==> src/rtl/rv32_mod_mem_port_arbiter.sv <==
// rv32_mod_mem_port_arbiter
// Shares the single core memory port between instruction fetch and the
// load/store unit. One bus transaction is in flight at a time; the arbiter
// forms byte enables and replicated store lanes on the way out, and aligns
// and extends load data on the way back. Misaligned or illegal accesses are
// answered without a bus cycle; a bus that never acks can be timed out.
module rv32_mod_mem_port_arbiter #(
    parameter int PRIO_MODE      = 0,   // 0: LSU always wins, 1: round-robin
    parameter int TIMEOUT_CYCLES = 0    // 0: wait for mem_ack forever
) (
    input  logic        clk,
    input  logic        rst_n,
    input  logic        if_req,
    input  logic [31:0] if_addr,
    output logic        if_ack,
    output logic [31:0] if_rdata,
    output logic        if_err,
    input  logic        lsu_req,
    input  logic        lsu_wr,
    input  logic [2:0]  lsu_func,
    input  logic [31:0] lsu_addr,
    input  logic [31:0] lsu_wdata,
    output logic        lsu_ack,
    output logic [31:0] lsu_rdata,
    output logic        lsu_err,
    output logic        mem_req,
    output logic        mem_wr,
    output logic [31:0] mem_addr,
    output logic [3:0]  mem_be,
    output logic [31:0] mem_wdata,
    input  logic        mem_ack,
    input  logic [31:0] mem_rdata
);

    typedef enum logic [1:0] {
        ST_IDLE = 2'd0,
        ST_BUS  = 2'd1,
        ST_RESP = 2'd2
    } state_e;

    localparam bit          RR_EN     = (PRIO_MODE != 0);
    localparam bit          TMO_EN    = (TIMEOUT_CYCLES != 0);
    localparam logic [31:0] TMO_LIMIT = 32'(TIMEOUT_CYCLES);

    // True when an LSU access is an illegal width or is misaligned for its width.
    function automatic logic lsu_bad(input logic wr, input logic [2:0] func,
                                     input logic [1:0] off);
        logic illegal;
        logic misal;
        illegal = (func == 3'b011) || (func == 3'b110) || (func == 3'b111) ||
                  (wr && func[2]);
        misal   = ((func[1:0] == 2'b01) && off[0]) ||
                  ((func[1:0] == 2'b10) && (off != 2'b00));
        return illegal | misal;
    endfunction

    // Byte enables for an LSU access of the given width at byte offset off.
    function automatic logic [3:0] lsu_be(input logic [2:0] func, input logic [1:0] off);
        logic [3:0] be;
        case (func[1:0])
            2'b00:   be = 4'b0001 << off;
            2'b01:   be = 4'b0011 << off;
            2'b10:   be = 4'b1111;
            default: be = 4'b0000;
        endcase
        return be;
    endfunction

    // Replicates right-aligned store data into every lane it may land in.
    function automatic logic [31:0] store_lanes(input logic [2:0] func, input logic [31:0] w);
        logic [31:0] d;
        case (func[1:0])
            2'b00:   d = {4{w[7:0]}};
            2'b01:   d = {2{w[15:0]}};
            2'b10:   d = w;
            default: d = 32'd0;
        endcase
        return d;
    endfunction

    // Moves the addressed bytes down to bit 0 and applies the load width rule.
    function automatic logic [31:0] fmt_load(input logic [2:0] func, input logic [1:0] off,
                                             input logic [31:0] raw);
        logic [31:0] sh;
        logic [31:0] d;
        sh = raw >> {off, 3'b000};
        case (func)
            3'b000:  d = {{24{sh[7]}}, sh[7:0]};
            3'b001:  d = {{16{sh[15]}}, sh[15:0]};
            3'b010:  d = sh;
            3'b100:  d = {24'd0, sh[7:0]};
            3'b101:  d = {16'd0, sh[15:0]};
            default: d = 32'd0;
        endcase
        return d;
    endfunction

    state_e      state_q,     state_d;
    logic        last_lsu_q,  last_lsu_d;   // 0 = IF was granted last
    logic        owner_lsu_q, owner_lsu_d;
    logic        wr_q,        wr_d;
    logic [2:0]  func_q,      func_d;
    logic [1:0]  off_q,       off_d;
    logic [31:0] tmo_cnt_q,   tmo_cnt_d;
    logic        mem_req_q,   mem_req_d;
    logic        mem_wr_q,    mem_wr_d;
    logic [31:0] mem_addr_q,  mem_addr_d;
    logic [3:0]  mem_be_q,    mem_be_d;
    logic [31:0] mem_wdata_q, mem_wdata_d;
    logic        if_ack_q,    if_ack_d;
    logic [31:0] if_rdata_q,  if_rdata_d;
    logic        if_err_q,    if_err_d;
    logic        lsu_ack_q,   lsu_ack_d;
    logic [31:0] lsu_rdata_q, lsu_rdata_d;
    logic        lsu_err_q,   lsu_err_d;

    logic        req_any_s;
    logic        grant_lsu_s;
    logic        sel_wr_s;
    logic [2:0]  sel_func_s;
    logic [31:0] sel_addr_s;
    logic        sel_bad_s;
    logic [3:0]  sel_be_s;
    logic [31:0] sel_wdata_s;
    logic [31:0] tmo_cnt_inc_s;

    assign req_any_s     = if_req | lsu_req;
    assign tmo_cnt_inc_s = tmo_cnt_q + 32'd1;

    // Chooses the winner when both requesters are pending.
    always_comb begin
        if (if_req && lsu_req) begin
            grant_lsu_s = RR_EN ? ~last_lsu_q : 1'b1;
        end else begin
            grant_lsu_s = lsu_req;
        end
    end

    // Forms the bus fields and the legality check for the granted requester.
    always_comb begin
        if (grant_lsu_s) begin
            sel_wr_s    = lsu_wr;
            sel_func_s  = lsu_func;
            sel_addr_s  = lsu_addr;
            sel_bad_s   = lsu_bad(lsu_wr, lsu_func, lsu_addr[1:0]);
            sel_be_s    = lsu_be(lsu_func, lsu_addr[1:0]);
            sel_wdata_s = lsu_wr ? store_lanes(lsu_func, lsu_wdata) : 32'd0;
        end else begin
            sel_wr_s    = 1'b0;
            sel_func_s  = 3'b010;
            sel_addr_s  = if_addr;
            sel_bad_s   = |if_addr[1:0];
            sel_be_s    = 4'b1111;
            sel_wdata_s = 32'd0;
        end
    end

    // Next-state and registered-output logic of the IDLE/BUS/RESP sequencer.
    always_comb begin
        state_d     = state_q;
        last_lsu_d  = last_lsu_q;
        owner_lsu_d = owner_lsu_q;
        wr_d        = wr_q;
        func_d      = func_q;
        off_d       = off_q;
        tmo_cnt_d   = tmo_cnt_q;
        mem_req_d   = mem_req_q;
        mem_wr_d    = mem_wr_q;
        mem_addr_d  = mem_addr_q;
        mem_be_d    = mem_be_q;
        mem_wdata_d = mem_wdata_q;
        if_ack_d    = 1'b0;
        if_rdata_d  = 32'd0;
        if_err_d    = 1'b0;
        lsu_ack_d   = 1'b0;
        lsu_rdata_d = 32'd0;
        lsu_err_d   = 1'b0;
        case (state_q)
            ST_IDLE: begin
                if (req_any_s) begin
                    owner_lsu_d = grant_lsu_s;
                    wr_d        = sel_wr_s;
                    func_d      = sel_func_s;
                    off_d       = sel_addr_s[1:0];
                    if (sel_bad_s) begin
                        // Rejected up front: answer with an error, no bus cycle.
                        state_d   = ST_RESP;
                        if_ack_d  = ~grant_lsu_s;
                        if_err_d  = ~grant_lsu_s;
                        lsu_ack_d = grant_lsu_s;
                        lsu_err_d = grant_lsu_s;
                    end else begin
                        state_d     = ST_BUS;
                        tmo_cnt_d   = 32'd0;
                        mem_req_d   = 1'b1;
                        mem_wr_d    = sel_wr_s;
                        mem_addr_d  = {sel_addr_s[31:2], 2'b00};
                        mem_be_d    = sel_be_s;
                        mem_wdata_d = sel_wdata_s;
                    end
                end else begin
                    state_d = ST_IDLE;
                end
            end
            ST_BUS: begin
                if (mem_ack) begin
                    state_d   = ST_RESP;
                    mem_req_d = 1'b0;
                    if (owner_lsu_q) begin
                        lsu_ack_d   = 1'b1;
                        lsu_rdata_d = wr_q ? 32'd0 : fmt_load(func_q, off_q, mem_rdata);
                    end else begin
                        if_ack_d   = 1'b1;
                        if_rdata_d = mem_rdata;
                    end
                end else if (TMO_EN && (tmo_cnt_inc_s == TMO_LIMIT)) begin
                    // Bus gave up on: withdraw the request and report an error.
                    state_d   = ST_RESP;
                    tmo_cnt_d = tmo_cnt_inc_s;
                    mem_req_d = 1'b0;
                    if (owner_lsu_q) begin
                        lsu_ack_d = 1'b1;
                        lsu_err_d = 1'b1;
                    end else begin
                        if_ack_d = 1'b1;
                        if_err_d = 1'b1;
                    end
                end else begin
                    state_d   = ST_BUS;
                    tmo_cnt_d = tmo_cnt_inc_s;
                end
            end
            ST_RESP: begin
                state_d    = ST_IDLE;
                last_lsu_d = owner_lsu_q;
            end
            default: begin
                state_d   = ST_IDLE;
                mem_req_d = 1'b0;
            end
        endcase
    end

    // State and output registers with synchronous active-low reset.
    always_ff @(posedge clk) begin
        if (!rst_n) begin
            state_q     <= ST_IDLE;
            last_lsu_q  <= 1'b0;
            owner_lsu_q <= 1'b0;
            wr_q        <= 1'b0;
            func_q      <= 3'd0;
            off_q       <= 2'd0;
            tmo_cnt_q   <= 32'd0;
            mem_req_q   <= 1'b0;
            mem_wr_q    <= 1'b0;
            mem_addr_q  <= 32'd0;
            mem_be_q    <= 4'd0;
            mem_wdata_q <= 32'd0;
            if_ack_q    <= 1'b0;
            if_rdata_q  <= 32'd0;
            if_err_q    <= 1'b0;
            lsu_ack_q   <= 1'b0;
            lsu_rdata_q <= 32'd0;
            lsu_err_q   <= 1'b0;
        end else begin
            state_q     <= state_d;
            last_lsu_q  <= last_lsu_d;
            owner_lsu_q <= owner_lsu_d;
            wr_q        <= wr_d;
            func_q      <= func_d;
            off_q       <= off_d;
            tmo_cnt_q   <= tmo_cnt_d;
            mem_req_q   <= mem_req_d;
            mem_wr_q    <= mem_wr_d;
            mem_addr_q  <= mem_addr_d;
            mem_be_q    <= mem_be_d;
            mem_wdata_q <= mem_wdata_d;
            if_ack_q    <= if_ack_d;
            if_rdata_q  <= if_rdata_d;
            if_err_q    <= if_err_d;
            lsu_ack_q   <= lsu_ack_d;
            lsu_rdata_q <= lsu_rdata_d;
            lsu_err_q   <= lsu_err_d;
        end
    end

    assign if_ack    = if_ack_q;
    assign if_rdata  = if_rdata_q;
    assign if_err    = if_err_q;
    assign lsu_ack   = lsu_ack_q;
    assign lsu_rdata = lsu_rdata_q;
    assign lsu_err   = lsu_err_q;
    assign mem_req   = mem_req_q;
    assign mem_wr    = mem_wr_q;
    assign mem_addr  = mem_addr_q;
    assign mem_be    = mem_be_q;
    assign mem_wdata = mem_wdata_q;

endmodule

==> config.mk <==
export PLATFORM = sky130hd
export DESIGN_NAME = rv32_mod_mem_port_arbiter
export DESIGN_NICKNAME = d
export VERILOG_FILES = /design/src/rtl/rv32_mod_mem_port_arbiter.sv
export SDC_FILE = /design/constraint.sdc
export NUM_CORES = 1
export LEC_CHECK = 0
export ABC_CLOCK_PERIOD_IN_PS = 2660
export CORE_ASPECT_RATIO = 1.4
export CORE_UTILIZATION = 36
export CTS_CLUSTER_SIZE = 40
export DETAILED_ROUTE_END_ITERATION = 6
export GPL_TIMING_DRIVEN = 0
export PLACE_DENSITY_LB_ADDON = 0.12
export SYNTH_ARGS = -nofsm -noshare
export SYNTH_HDL_FRONTEND = slang
export SYNTH_SLANG_ARGS = --single-unit
==> constraint.sdc <==
create_clock -name clk -period 2.66 [get_ports clk]
set_input_delay 0.266 -clock clk [delete_from_list [all_inputs] [get_ports clk]]
set_output_delay 0.266 -clock clk [all_outputs]
set_load 0.02 [all_outputs]
# After elaboration in Yosys (flattened, before gate mapping)
# Index checks and enable logic that the tools add are counted.
[totals]
regBits = 145
input_bits = 137
output_inout_bits = 138
wordCells = 90
[op_classes]
n_eq_ne = 14
shifts = 3
muxes = 29
bitwise_logic = 9
n_reduce_logical = 19
[ops]
columns = ["operator", "n"]
rows = [
  ["32-bit one-hot mux with 5 select lines", 1],
  ["32-bit two-way mux", 3],
  ["32-bit one-hot mux with 3 select lines", 1],
  ["32-bit by 5-bit right shift with 32-bit output", 1],
  ["1-bit two-way mux", 14],
  ["3-bit == test (second input constant)", 4],
  ["4-bit one-hot mux with 3 select lines", 1],
  ["1-bit NOT", 7],
  ["3-bit by 2-bit == test with 1-bit output (second input constant)", 2],
  ["2-bit two-way mux", 3],
  ["2-bit != test (second input constant)", 3],
  ["5-bit OR reduction", 1],
  ["2-bit by 1-bit == test with 1-bit output (second input constant)", 2],
  ["2-bit == test (second input constant)", 2],
  ["1-bit logical AND", 4],
  ["2-bit logical NOT", 2],
  ["1-bit logical OR", 4],
  ["4-bit two-way mux", 1],
  ["1-bit one-hot mux with 2 select lines", 2],
  ["2-bit one-hot mux with 2 select lines", 1],
  ["2-bit AND reduction", 2],
  ["4-bit AND reduction", 1],
  ["4-bit OR reduction", 1],
  ["1-bit by 2-bit << shifter with 4-bit output (first input constant)", 1],
  ["9 further kinds", 10],
]

# Longest topological paths before layout
# Gate-level depths: netlist (run 1).
[logic_depth]
word_depth = 9
mapped_depth = 8
depth_no_buf = 4

# Worst setup path after synthesis (run 1)
# Ideal clock, no wire load.
[synth_path]
kind = "register to register"
start = "register off_q[1]"
end = "register lsu_rdata_q[23], in the netlist lsu_rdata[23]"
setup_time_ps = 118
arrival_time_ps = 1533
required_time_ps = 2542
setup_slack_ps = 1008
stages_incl_launch_ff = 7
path_buffers = 2
period_less_slack_ps = 1652
path_cell_list = "dfxtp_1 > buf_2 > mux4_2 > or2_1 > o2111ai_2 > buf_4 > o21ai_1"
[synth_between]
elab_chain_cells = 2
[synth_lines]
columns = ["item", "line_no", "rtl"]
rows = [
  ["from (decl)", "103", "logic [1:0] off_q, off_d;"],
  ["from (signal assigned)", "252", "off_q <= 2'd0;"],
  ["from (signal assigned)", "271", "off_q <= off_d;"],
  ["32-bit by 5-bit right shift with 32-bit output", "86", "sh = raw >> {off, 3'b000};"],
  ["32-bit one-hot mux with 5 select lines", "87", "case (func)"],
  ["to (signal assigned)", "282", "lsu_rdata_q <= lsu_rdata_d;"],
  ["to (decl)", "114", "logic [31:0] lsu_rdata_q, lsu_rdata_d;"],
]
# Every way passes these cells.
# A chain may end at the register's enable or synchronous reset.

# Worst setup path in the final report (run 1)
[layout_path]
start = "input port lsu_func[1]"
end = "register mem_wdata_q[28], in the netlist mem_wdata[28]"
[layout_between]
elab_chain_cells = 8
elab_cells_between_ends = 19
cone_classes = "eq/ne (5); mux (4); bitwise (2); reduce/logical (8)"
[layout_lines]
columns = ["item", "line_no", "rtl"]
rows = [
  ["from (decl)", "20", "input logic [2:0] lsu_func,"],
  ["3-bit by 2-bit == test with 1-bit output or 3-bit == test (tied branches)", "50", "illegal = (func == 3'b011) || (func == 3'b110) || (func == 3'b111) ||"],
  ["1-bit logical OR (3 in a row)", "50", ""],
  ["1-bit OR", "54", "return illegal | misal;"],
  ["1-bit two-way mux", "141", "if (grant_lsu_s) begin"],
  ["1-bit NOT (no line)", "n/a", ""],
  ["3-bit AND reduction (no line)", "n/a", ""],
  ["to (signal assigned)", "277", "mem_wdata_q <= mem_wdata_d;"],
  ["to (decl)", "109", "logic [31:0] mem_wdata_q, mem_wdata_d;"],
]
# Several ways; a longest one is shown, not always the timed one.

==> summary by stage, run 1 <==
Finish
The layout has 1372 filler cells. The finished layout holds 1083 standard cells, fillers aside. The synthesis-to-finish area growth is 61.1%. For this run, the post-layout net count is 1012. 0 antenna diodes ended up in the layout. The share of final-layout standard cells stronger than drive strength 1 is 6.65%.

Clocking
The number of H-tree levels is 4. The clock net in this run drives a total of 145 sinks. TritonCTS built the clock tree. Clock tree synthesis inserted a total of 17 buffers. The clock passes through at most 2 buffers. The number of buffers inserted to repair setup after CTS is 0.

The clock transition at the registers of the reported paths is 0.06 ns. CTS placed an instance of sky130_fd_sc_hd__clkbuf_16 at the clock tree root. The clock reaches the later pin of the worst-skew pair after 0.41 ns. After clock tree synthesis, the flow added hold-fix buffers numbering 0. Once the clock tree was built, the resizer swapped 0 gates to a different size.

Timing
The final count of hold timing violations is 0. The relative max-transition margin is 52.5%. The setup TNS after final layout is 0 ns. The final-report max-slew violation count is 0. Derived from the worst setup path, the maximum achievable clock frequency is approximately 520 MHz. Setup repair after global routing left no endpoint under its margin.

The worst clock skew is 0.00641 ns. Setup violations remaining at the end of the flow were counted as 0. The worst path uses 71.8% of the clock period.

The shortest clock period the worst path allows after layout is approximately 1.9 ns. Hold is met by 0.201 ns. For the pin with the worst max-slew slack, the measured transition is roughly 0.71 ns.

GRT
The met1 layer usage reported by global route is 23.2%. The pin count of the biggest net entering global routing is 17. The number of global-route vias before repair is 5686. The total grt overflow is 0. The first-pass GRT wire length is 28.2 mm. The met3 demand-to-capacity share in global routing is 6.07%. The number of antenna violations at the first check in global routing is 0. After global routing, the most crowded layer is met2.

For met2 alone, demand over resource in global routing was approximately two fifths. The global-route total usage across every layer is 22.4%.

Pwr
In this run the power spent charging and discharging nets is approximately 1.5 mW. The total power divided by cell area is 617 mW/mm^2. In this run, flip-flops and latches consume 40.8% of the power. The internal power of the cells is 4.20 mW. The share of total power in combinational logic is about a fifth. The design draws 5.73 mW. The analysis attributes to cell leakage a power of 3.54 nW. The worst-case IR drop observed on VDD is 0.397 mV. The part of the power in the clock network is between 40% and 50%. The proportion of total power due to net switching is between 20% and 30%.

Worst setup path
For the worst setup path, the data required time is between 3 and 4 ns. The register-to-register setup slack is 0.75 ns. The signal on the critical path passes through clkdlybuf4s50_1 -> clkbuf_1 -> clkbuf_1 -> a21oi_1 -> o21ai_0 -> a22o_1. STA classifies the critical path startpoint as an input pin. The worst reg2reg path depth is 5.

The slowest stage cell on the critical path is sky130_fd_sc_hd__clkdlybuf4s50_1. The startpoint of the lowest-slack register-to-register path is state_q[0]. The critical path's most frequent cell is sky130_fd_sc_hd__clkbuf_1. The largest single stage delay on the critical path is 0.59 ns.

The worst setup path is of the in -> reg kind. The peak fanout along the critical path is 10. The worst register-to-register path ends at lsu_rdata[5]. The element type at the critical path end is a flip-flop. The worst path arrival time is approximately 2.3 ns.

Synth
The synthesized instance count is 585. The number of synthesized register bits is 145. The largest area contributor in the netlist is sky130_fd_sc_hd__dfxtp_1. The warning count from the yosys run is 0.

Summing every instance area after synthesis gives 0.00576 mm^2. Counting flops with a built-in enable in the synthesized netlist gives 0. Summing the sequential cell areas from Yosys gives 50.4% of the chip area. In this run the mean area of a mapped cell was 9.85 um^2.

Sorting the synthesized cells by area gives the leading types as sky130_fd_sc_hd__dfxtp_1 (50%), sky130_fd_sc_hd__mux2i_1 (8.2%), sky130_fd_sc_hd__and2_1 (4.3%). In the synthesized netlist the dominant register cell turns out to be sky130_fd_sc_hd__dfxtp_1. Summed over its instances, the top area cell type makes up 50.4% of the synthesized netlist area. Yosys mapped the design onto 53 distinct sky130hd cell types. In the synthesized netlist the async set-or-reset flop fraction comes to 0%.

Die
From left edge to right edge, the die measures 109 um. The I/O pin count is 275. In this run the vertical extent of the chip is approximately 150 um. The area of the die is 0.0165 mm^2.

The initial core utilization is 36.9%. The row count is 54. After floorplanning, the core was sized to cover 0.0156 mm^2.

Hold path
The min-delay analysis places its worst path in the category in -> reg. The worst hold path passes through 2 cells. The destination of the worst hold path is mem_be[0].

In this run the most critical hold path is launched from rst_n.

Placement
The total instance count after detailed placement is 1052. The count of input and output buffers is 270. The HPWL after detailed placement is 14.4 mm. Routability-driven placement finished with a final weighted congestion of 0.837.

Drt
The routed layout has 5636 vias. The length of the first detailed-routing pass in iterations is 4. The number of DRC violations after detailed-routing iteration 0 is 231.

The count of nets left with antenna violations after detail routing is 0. After detailed routing, the number of vias per cell comes to 5.20. The residual DRC count is 0. Summed over all layers, the routed wires come to 18.5 mm. Dividing the detail-routed wire length by the instance count gives around 17 um.

Outcome
The flow ran to the end, and the final reports show no timing, DRC or antenna violations.

Flow run
The number of maximum-capacitance violations is 0.
[worst max path at each step]
stage,end,cells after the start,start
after detailed placement,mem_wdata[27],6,lsu_func[1]
after CTS,mem_wdata[28],6,lsu_func[1]
after global routing,lsu_rdata[24],5,off_q[1]
after floorplan,lsu_rdata[23],6,off_q[1]
after global placement,mem_addr[14],6,lsu_addr[0]
final,mem_wdata[28],6,lsu_func[1]
[state kept, by name (all words and copies together), names as in the netlist]
| name | cells |
|---|---|
| wr_q | 1 |
| state_q | 2 |
| mem_be | 4 |
| func_q | 3 |
| mem_req | 1 |
| owner_lsu_q | 1 |
| mem_wr | 1 |
| off_q | 2 |
| if_err | 1 |
| lsu_rdata | 32 |
| lsu_ack | 1 |
| lsu_err | 1 |
| if_ack | 1 |
| mem_wdata | 32 |
| mem_addr | 30 |
| if_rdata | 32 |
[synth_stat cells (4+ instances only)]
library cell	number
sky130_fd_sc_hd__a211oi_1	15
sky130_fd_sc_hd__a21oi_1	35
sky130_fd_sc_hd__a22o_1	23
sky130_fd_sc_hd__a31oi_1	31
sky130_fd_sc_hd__and2_1	40
sky130_fd_sc_hd__buf_2	11
sky130_fd_sc_hd__buf_4	8
sky130_fd_sc_hd__clkbuf_1	26
sky130_fd_sc_hd__dfxtp_1	145
sky130_fd_sc_hd__mux2i_1	47
sky130_fd_sc_hd__nand2_1	33
sky130_fd_sc_hd__nor2_1	23
sky130_fd_sc_hd__nor2b_1	19
sky130_fd_sc_hd__nor3_1	6
sky130_fd_sc_hd__o21a_1	30
sky130_fd_sc_hd__o21ai_0	24
sky130_fd_sc_hd__o21ai_1	10
sky130_fd_sc_hd__o221a_1	4
sky130_fd_sc_hd__o2bb2ai_1	10
[cell families (layout without fill, tap and decap cells)]
family                 count (synthesis)  count (layout)  share of synthesized area, %
DFF                                  145             145                          50.4
other                                  1               2                        0.0651
buffers and inverters                 52             353                          4.41
and+or+nand+nor                      144             144                          13.6
AOI/OAI and AO/OA                    195             195                          23.0
muxes                                 48              48                          8.55
[layout make-up]
class / instances / area, um^2 / area share [%]
buffer: 50 / 246 / 2.65
clock buffer: 19 / 433 / 4.66
clock inverter: 12 / 136 / 1.47
inverter: 2 / 7.51 / 0.0809
multi-input combinational: 389 / 2610 / 28.1
sequential: 145 / 2900 / 31.3
tap: 196 / 245 / 2.64
timing repair buffer: 270 / 2700 / 29.1
[critical path, delay by kind of cell]
kind / cells / cell delay (ns)
buffers and inverters: 3 / 1.49
AOI/OAI and AO/OA: 3 / 0.51
[placed cells by master, fill, tap and decap left out, types with 4 or more instances in the layout]
cell,synthesis,layout
sky130_fd_sc_hd__clkbuf_16,0,17
sky130_fd_sc_hd__buf_2,11,11
sky130_fd_sc_hd__nor3_1,6,6
sky130_fd_sc_hd__nand2_1,33,33
sky130_fd_sc_hd__nor2_1,23,23
sky130_fd_sc_hd__a22o_1,23,23
sky130_fd_sc_hd__o21a_1,30,30
sky130_fd_sc_hd__nor2b_1,19,19
sky130_fd_sc_hd__a31oi_1,31,31
sky130_fd_sc_hd__o2bb2ai_1,10,10
sky130_fd_sc_hd__a21oi_1,35,35
sky130_fd_sc_hd__and2_1,40,40
sky130_fd_sc_hd__buf_4,8,8
sky130_fd_sc_hd__mux2i_1,47,47
sky130_fd_sc_hd__clkdlybuf4s50_1,0,270
sky130_fd_sc_hd__a211oi_1,15,15
sky130_fd_sc_hd__o221a_1,4,4
sky130_fd_sc_hd__o21ai_1,10,10
sky130_fd_sc_hd__dfxtp_1,145,145
sky130_fd_sc_hd__o21ai_0,24,24
sky130_fd_sc_hd__clkinv_4,0,4
sky130_fd_sc_hd__clkbuf_1,26,28
[layer usage]
| layer | vias up | wire length, um |
|---|---|---|
| li1 | 2698 | - |
| met1 | 2646 | 6910 |
| met2 | 236 | 9410 |
| met3 | 56 | 1260 |
| met4 | 0 | 911 |
| met5 | - | 0 |
[power by group through the flow]
stage	clock [mW]	sequential, mW	combinational [mW]
final	2.30	2.33	1.09
after global routing	2.44	2.35	1.17
after CTS	2.35	2.33	1.10
after detailed placement	0	2.38	1.09
after global placement	0	2.38	1.07
after floorplan	0	2.48	0.448
[stage by stage]
| step | util (%) | setup WS [ns] | area [um^2] |
|---|---|---|---|
| floorplan | - | 1.01 | 5770 |
| global placement | 55.8 | 0.405 | 8720 |
| detailed placement | 55.8 | 0.311 | 8720 |
| CTS | 59.5 | 0.736 | 9290 |
| global route | 59.5 | 0.599 | 9290 |
| finish | 59.5 | 0.749 | 9290 |
(Power assumes the default switching activity.)
==> run 2, diff against run 1 <==
ABC_CLOCK_PERIOD_IN_PS = 1700   (was 2660)
clock period = 1.7 ns   (was 2.66 ns; I/O delays follow)
==> run 2 against run 1 <==
Combinational power rose by 61%. First-iteration DRC count fell by 27%. Design area rose by 2.3%. Largest cell class unchanged. Critical path depth did not move. Die area did not move. Non-clock buffer count rose by 6. Setup slack got worse by 0.74 ns. Clock-buffer cell count did not move. Clock skew rose by 0.00093 ns. Critical path type is now reg -> reg.
==> summary by stage, run 2 (synthesis gave the netlist of run 1 again) <==
Pwr
The part of the power in the clock network is 39.9% (-0.2 points). The proportion of total power due to net switching is 26.9% (+0.21 points). The total power divided by cell area is 951 mW/mm^2 (+54%). The internal power of the cells was 6.60 mW (+57%).

The worst voltage drop across the vdd grid was 0.620 mV (+56%). The sequential power share is 40.6% (-0.2 points). The net switching power of the design is 2.43 mW (+59%). The total power draw is 9.03 mW (+58%). The share of total power in combinational logic is 19.5% (+0.4 points).

The leakage dissipation is 3.66 nW (+3.3%).

Drt
The length of the first detailed-routing pass in iterations is 4 (unchanged). The detailed-route via count is 5631 (-0.089%). The mean routed wirelength per cell is 17.2 um (+0.59%).

The residual DRC count is 0 (unchanged). The count of nets left with antenna violations after detail routing is 0 (unchanged). The number of DRC violations after detailed-routing iteration 0 was 168 (-27%). The detailed-route wire length is 18.7 mm (+1.2%). The vias per cell is 5.17 (-0.64%).

Die
The x dimension of the die came to 109 um (unchanged). The initial core utilization is 36.9% (unchanged). The I/O pin count is 275 (unchanged).

The row count is 54 (unchanged). The area of the die is 0.0165 mm^2 (unchanged). The core outline area is 0.0156 mm^2 (unchanged). The die outline height is 152 um (unchanged).

Timing
The final-report max-slew violation count is 0 (unchanged). The maximum clock frequency is 591 MHz. The final critical-path setup slack is 0.00682 ns (-0.742 ns). The worst path uses 99.6% of the clock period. The shortest clock period the worst path allows after layout is 1.69 ns. The tightest hold margin is 0.101 ns (-0.0996 ns). The pin slew with the least headroom to its limit is 0.703 ns (-0.00992 ns). Setup repair after global routing could not meet its margin everywhere. The relative max-transition margin is 53.1% (+0.66 points). The total setup violations reported at the end of the flow is 0 (unchanged). The worst clock skew is 0.00734 ns (+0.000930 ns). The final count of hold timing violations is 0 (unchanged).

GRT
The total grt overflow came to 0 (unchanged). The pin count of the biggest net entering global routing is 17 (unchanged). The global-route total usage across every layer is 22.6% (+0.26 points). The number of global-route vias before repair was 5761 (+1.3%). The number of antenna violations at the first check in global routing came to 0 (unchanged).

The first-pass GRT wire length is 28.5 mm (+1.1%).

Worst setup path
The data required time of the worst path came to 2.00 ns (-1.01 ns). The critical path's most frequent cell is sky130_fd_sc_hd__buf_6. The signal on the critical path passes through buf_6 -> mux4_2 -> or2_4 -> o2111ai_4 -> buf_6 -> o21ai_1. The peak per-stage delay on the critical path is 0.53 ns (-0.06 ns). The startpoint-to-endpoint class of the critical path is reg -> reg.

The peak fanout along the critical path is 5 (-5). The slowest stage cell on the critical path is sky130_fd_sc_hd__mux4_2. The worst path arrival time is 1.99 ns (-0.27 ns). The element type at the critical path end is a flip-flop.

The worst setup path is launched from a flip-flop.

Flow run
The number of maximum-capacitance violations is 0 (unchanged).

Placement
The pre-CTS worst setup slack came to -0.553 ns (-0.864 ns). The routability congestion estimate from global placement is 0.837 (unchanged). The count of input and output buffers is 270 (unchanged).

The total instance count after detailed placement is 1052 (unchanged). The detailed placement HPWL is 14.4 mm (unchanged).

Finish
The most common cell after layout, fill and taps aside is sky130_fd_sc_hd__clkdlybuf4s50_1. The share of final-layout standard cells stronger than drive strength 1 was 11.9% (+5.2 points). The total number of nets in the final design is 1018 (+0.59%). In the layout the commonest cells are sky130_fd_sc_hd__clkdlybuf4s50_1 (268), sky130_fd_sc_hd__dfxtp_1 (141), sky130_fd_sc_hd__mux2i_1 (47), sky130_fd_sc_hd__and2_1 (40), sky130_fd_sc_hd__a21oi_1 (35). The synthesis-to-finish area growth is 64.8%. The number of fill cells was 1346 (-1.9%). The antenna diode instance count came to 0 (unchanged).

The number of standard cells in the layout, taps in and fillers out is 1089 (+0.55%).

Clocking
TritonCTS built the clock tree. The number of buffers created by CTS was 17 (unchanged). The clock transition at the registers of the reported paths came to 0.06 ns (about the same). The number of H-tree levels came to 4 (unchanged). The maximum count of clock buffers along a single path came to 2 (unchanged).

In this run the clock root is driven by a sky130_fd_sc_hd__clkbuf_16. The clock insertion delay at the later pin of the skew report is 0.41 ns (about the same). The clock sink count is 145 (unchanged).

Outcome
The run finished with clean final reports.

Hold path
The worst min-delay path class is in -> reg.
-- run 2: changes by cell type in the layout (fill, tap and decap cells not counted), moves of 6 or more --
cell	before	now
sky130_fd_sc_hd__buf_4	8	14
sky130_fd_sc_hd__clkbuf_1	28	14
sky130_fd_sc_hd__clkbuf_2	0	11
sky130_fd_sc_hd__nand2_1	33	25
sky130_fd_sc_hd__nand2_2	1	8
sky130_fd_sc_hd__o21ai_1	10	3
sky130_fd_sc_hd__o21ai_2	0	7
-- run 2: per-layer routing --
layer / track usage (%) / routed length [um] / part of all wire, %
met1: 23.3 / 6970 / 37
met2: 40.4 / 9590 / 51
met3: 6.07 / 1250 / 6.7
met4: 13.6 / 896 / 4.8
met5: 0 / 0 / 0
-- run 2: final timing paths --
kind | slack [ns] | cells past startpoint | startpoint | to
setup / recovery | 0.007 | 6 | off_q[1] | lsu_rdata[22]
hold / removal | 0.10 | 2 | rst_n | mem_be[0]
setup reg to reg | 0.007 | 6 | off_q[1] | lsu_rdata[22]
hold reg to reg | 0.46 | 2 | mem_req | mem_req
-- run 2: power by group through the flow --
stage / Sequential, mW / Clock [mW] / Combinational (mW)
finish: 3.67 / 3.60 / 1.76
global route: 3.69 / 3.81 / 1.88
CTS: 3.66 / 3.68 / 1.74
detailed placement: 3.73 / 0 / 1.71
global placement: 3.72 / 0 / 1.68
floorplan: 3.89 / 0 / 0.700
-- run 2: area by class of cell --
cell class	count	area [um^2]	share of cell area [%]
clock inverter	12	136	1.44
timing repair buffer	278	2780	29.3
buffer	48	270	2.85
tap	196	245	2.58
inverter	2	7.51	0.0790
multi-input combinational	389	2720	28.6
clock buffer	19	433	4.56
sequential	145	2910	30.6
-- run 2: what timing repair did --
| item | in CTS | in global routing |
|---|---|---|
| gates cloned | 1 | 0 |
| setup endpoints to repair | 123 | 100 |
| resized for setup | 23 | 35 |
| setup buffers | 5 | 2 |
| pin swaps | 3 | 2 |
| hold buffers | 0 | 0 |
-- run 2: critical path, delay by kind of cell (launching register included) --
kind	cells	cell delay [ns]
AOI/OAI and AO/OA	2	0.18
buffers and inverters	2	0.29
DFF	1	0.32
muxes	1	0.53
and+or+nand+nor	1	0.28
-- run 2: stage by stage --
step             TNS, ns  area [um^2]  util (%)
6_report               0         9500      60.9
2_1_floorplan          0         5770         -
4_1_cts        -0.000562         9400      60.2
5_1_grt           -0.151         9500      60.9
3_3_place_gp      -44.55         8720      55.8
3_5_place_dp      -48.83         8720      55.8
==> run 3, diff against run 2 <==
PLACE_DENSITY = 0.75   (was default)
PLACE_DENSITY_LB_ADDON = default   (was 0.12)
==> run 3 against run 2 <==
Design area increased by 0.13%. First-iteration DRC count increased by 54%. Sequential cell count unchanged. Die area unchanged. Global-route usage increased by 0.18 points. Sequential share of layout area about the same. Final cell count about the same. Non-clock buffer count unchanged. Setup slack improved by 0.035 ns. Hold slack got worse by 0.012 ns. Register-to-register slack improved by 0.04 ns. Wire length increased by 0.25%. Critical path type unchanged.
==> summary by stage, run 3 (synthesis gave the netlist of run 1 again) <==
Timing
The maximum clock frequency is 603 MHz (+2.1%). The shortest clock period the worst path allows after layout was 1.66 ns (-0.0354 ns). The final clock period utilization by the worst path came to 97.5% (-2.1 points).

The final count of hold timing violations was 0 (unchanged). The relative max-transition margin is 51.6% (-1.6 points). The total setup violations reported at the end of the flow is 0 (unchanged).

Setup repair after global routing could not meet its margin everywhere. The final-report max-slew violation count is 0 (unchanged). The final critical-path setup slack is 0.0422 ns (+0.0354 ns).

The pin slew with the least headroom to its limit came to 0.726 ns (+0.0236 ns). The worst clock skew came to 0.00531 ns (-0.00203 ns).

Die
The die outline height is 152 um (unchanged). The area of the die was 0.0165 mm^2 (unchanged). The I/O pin count is 275 (unchanged).

The initial core utilization is 36.9% (unchanged). The row count was 54 (unchanged). The x dimension of the die is 109 um (unchanged). The core outline area came to 0.0156 mm^2 (unchanged).

Worst setup path
The peak fanout along the critical path is 8 (+3). Among cell families on the critical path, the largest total delay comes from simple AND/OR/NAND/NOR gates. The slowest stage cell on the critical path is sky130_fd_sc_hd__or4b_4. The peak per-stage delay on the critical path was 0.53 ns (about the same). The startpoint of the lowest-slack register-to-register path is off_q[1]. The data required time of the worst path is 2.05 ns (+0.05 ns). The number of buffer and inverter instances along the worst setup path is 2 (unchanged). By startpoint and endpoint, the worst setup path is classified as reg -> reg. Among the stages of the critical path, the cell type that occurs most often is sky130_fd_sc_hd__buf_6. The launching element of the worst setup path is off_q[1]. The category of the worst setup path launch point is a flip-flop. The worst path arrival time is 2.01 ns (+0.02 ns).

The critical path goes through buf_6 -> or4b_4 -> or3_1 -> buf_6 -> o21ai_2. The worst setup path is captured at a flip-flop.

GRT
The total grt overflow is 0 (unchanged). The global-route total usage across every layer was 22.8% (+0.18 points). The number of antenna violations at the first check in global routing was 0 (unchanged). The pin count of the biggest net entering global routing came to 17 (unchanged). The number of global-route vias before repair is 5516 (-4.3%). The first-pass GRT wire length is 28.5 mm (-0.17%).

Clocking
TritonCTS built the clock tree. The root buffer cell chosen for the clock tree is sky130_fd_sc_hd__clkbuf_16. The clock insertion delay at the later pin of the skew report is 0.42 ns (about the same).

The post-cts hold buffer count is 0 (unchanged). The maximum count of clock buffers along a single path is 2 (unchanged). The clock sink count is 145 (unchanged). The clock transition at the registers of the reported paths was 0.06 ns (about the same). The number of buffers created by CTS is 17 (unchanged). The number of H-tree levels is 4 (unchanged).

Finish
Compared with the post-synthesis result, the final layout area differs by 65.0%. The number of fill cells is 1332 (-1.0%). The area occupied by registers is 0.00291 mm^2 (about the same). The most common cell after layout, fill and taps aside is sky130_fd_sc_hd__clkdlybuf4s50_1. The antenna diode instance count is 0 (unchanged). The total number of nets in the final design was 1018 (unchanged). The share of final-layout standard cells stronger than drive strength 1 is 11.2% (-0.68 points). The library cells used most frequently in the layout, excluding fill and tap cells, are sky130_fd_sc_hd__clkdlybuf4s50_1 (267), sky130_fd_sc_hd__dfxtp_1 (141), sky130_fd_sc_hd__mux2i_1 (47), sky130_fd_sc_hd__and2_1 (40), sky130_fd_sc_hd__a21oi_1 (35). The multi-input combinational cell area is 0.00271 mm^2 (-0.37%).

Pwr
The total power draw is 9.14 mW (+1.2%). The leakage dissipation was 3.67 nW (+0.47%). The worst voltage drop across the vdd grid is 0.593 mV (-4.5%). The total power divided by cell area is 961 mW/mm^2 (+1.0%).

Placement
The pre-CTS worst setup slack came to -0.524 ns (+0.0294 ns). The routability congestion estimate from global placement came to 0.816 (-2.6%). The count of input and output buffers is 270 (unchanged). The detailed placement HPWL came to 14.2 mm (-1.2%).

Outcome
The run finished with clean final reports.

Drt
The detailed-route via count came to 5549 (-1.5%). The detailed-route wire length was 18.8 mm (+0.25%). The length of the first detailed-routing pass in iterations is 4 (unchanged). The vias per cell was 5.09 (-1.5%). The mean routed wirelength per cell is 17.2 um (+0.15%). The number of DRC violations after detailed-routing iteration 0 is 258 (+54%). The residual DRC count is 0 (unchanged). The count of nets left with antenna violations after detail routing is 0 (unchanged).

Hold path
In this run the most critical hold path is launched from rst_n. The worst min-delay path class is in -> reg.

Flow run
The number of maximum-capacitance violations came to 0 (unchanged).
run 3: what timing repair did:
action / 4_1_cts / 5_1_grt
cloned: 1 / 0
setup endpoints to repair: 125 / 69
pin swaps: 2 / 1
buffers inserted: 5 / 2
gates resized for setup: 25 / 28
run 3: final cells by class:
type / instances / share of cell area [%]
Tap cell: 196 / 2.58
Multi-Input combinational cell: 389 / 28.5
Buffer: 48 / 2.88
Sequential cell: 145 / 30.6
Inverter: 2 / 0.0789
Clock inverter: 15 / 1.70
Clock buffer: 17 / 4.47
Timing Repair Buffer: 278 / 29.2
run 3: routing by layer:
metal  up-vias  global-route usage (%)  share of wire, %
met5         -                       0                 0
met4         0                    10.1               3.7
met3        45                    6.80               6.9
met2       211                    39.9                51
met1      2583                    25.2                38
li1       2710                       -                 -
run 3: path summary, 6_finish.rpt:
path / endpoint / slack (ns) / cells after the start
setup reg to reg: lsu_rdata[17] / 0.04 / 5
hold reg to reg: mem_addr[20] / 0.46 / 1
setup / recovery: lsu_rdata[17] / 0.04 / 5
hold / removal: mem_be[0] / 0.09 / 2
run 3: through the flow:
step | std cells | hold WS, ns | utilization, % | setup TNS [ns] | cell area [um^2]
after floorplan | 586 | 0.276 | - | 0 | 5770
after global placement | 1052 | 0.433 | 55.8 | -50.05 | 8720
after detailed placement | 1052 | 0.446 | 55.8 | -51.73 | 8720
after CTS | 1088 | 0.0710 | 60.3 | 0 | 9420
after global routing | 1090 | 0.0786 | 60.9 | 0 | 9510
final | 1090 | 0.0892 | 60.9 | 0 | 9510
run 3: where the power goes:
part	total, mW	internal [mW]	switching [mW]
clock network	3.71	2.18	1.53
logic	1.76	0.880	0.883
registers	3.67	3.56	0.102
total	9.14	6.62	2.52
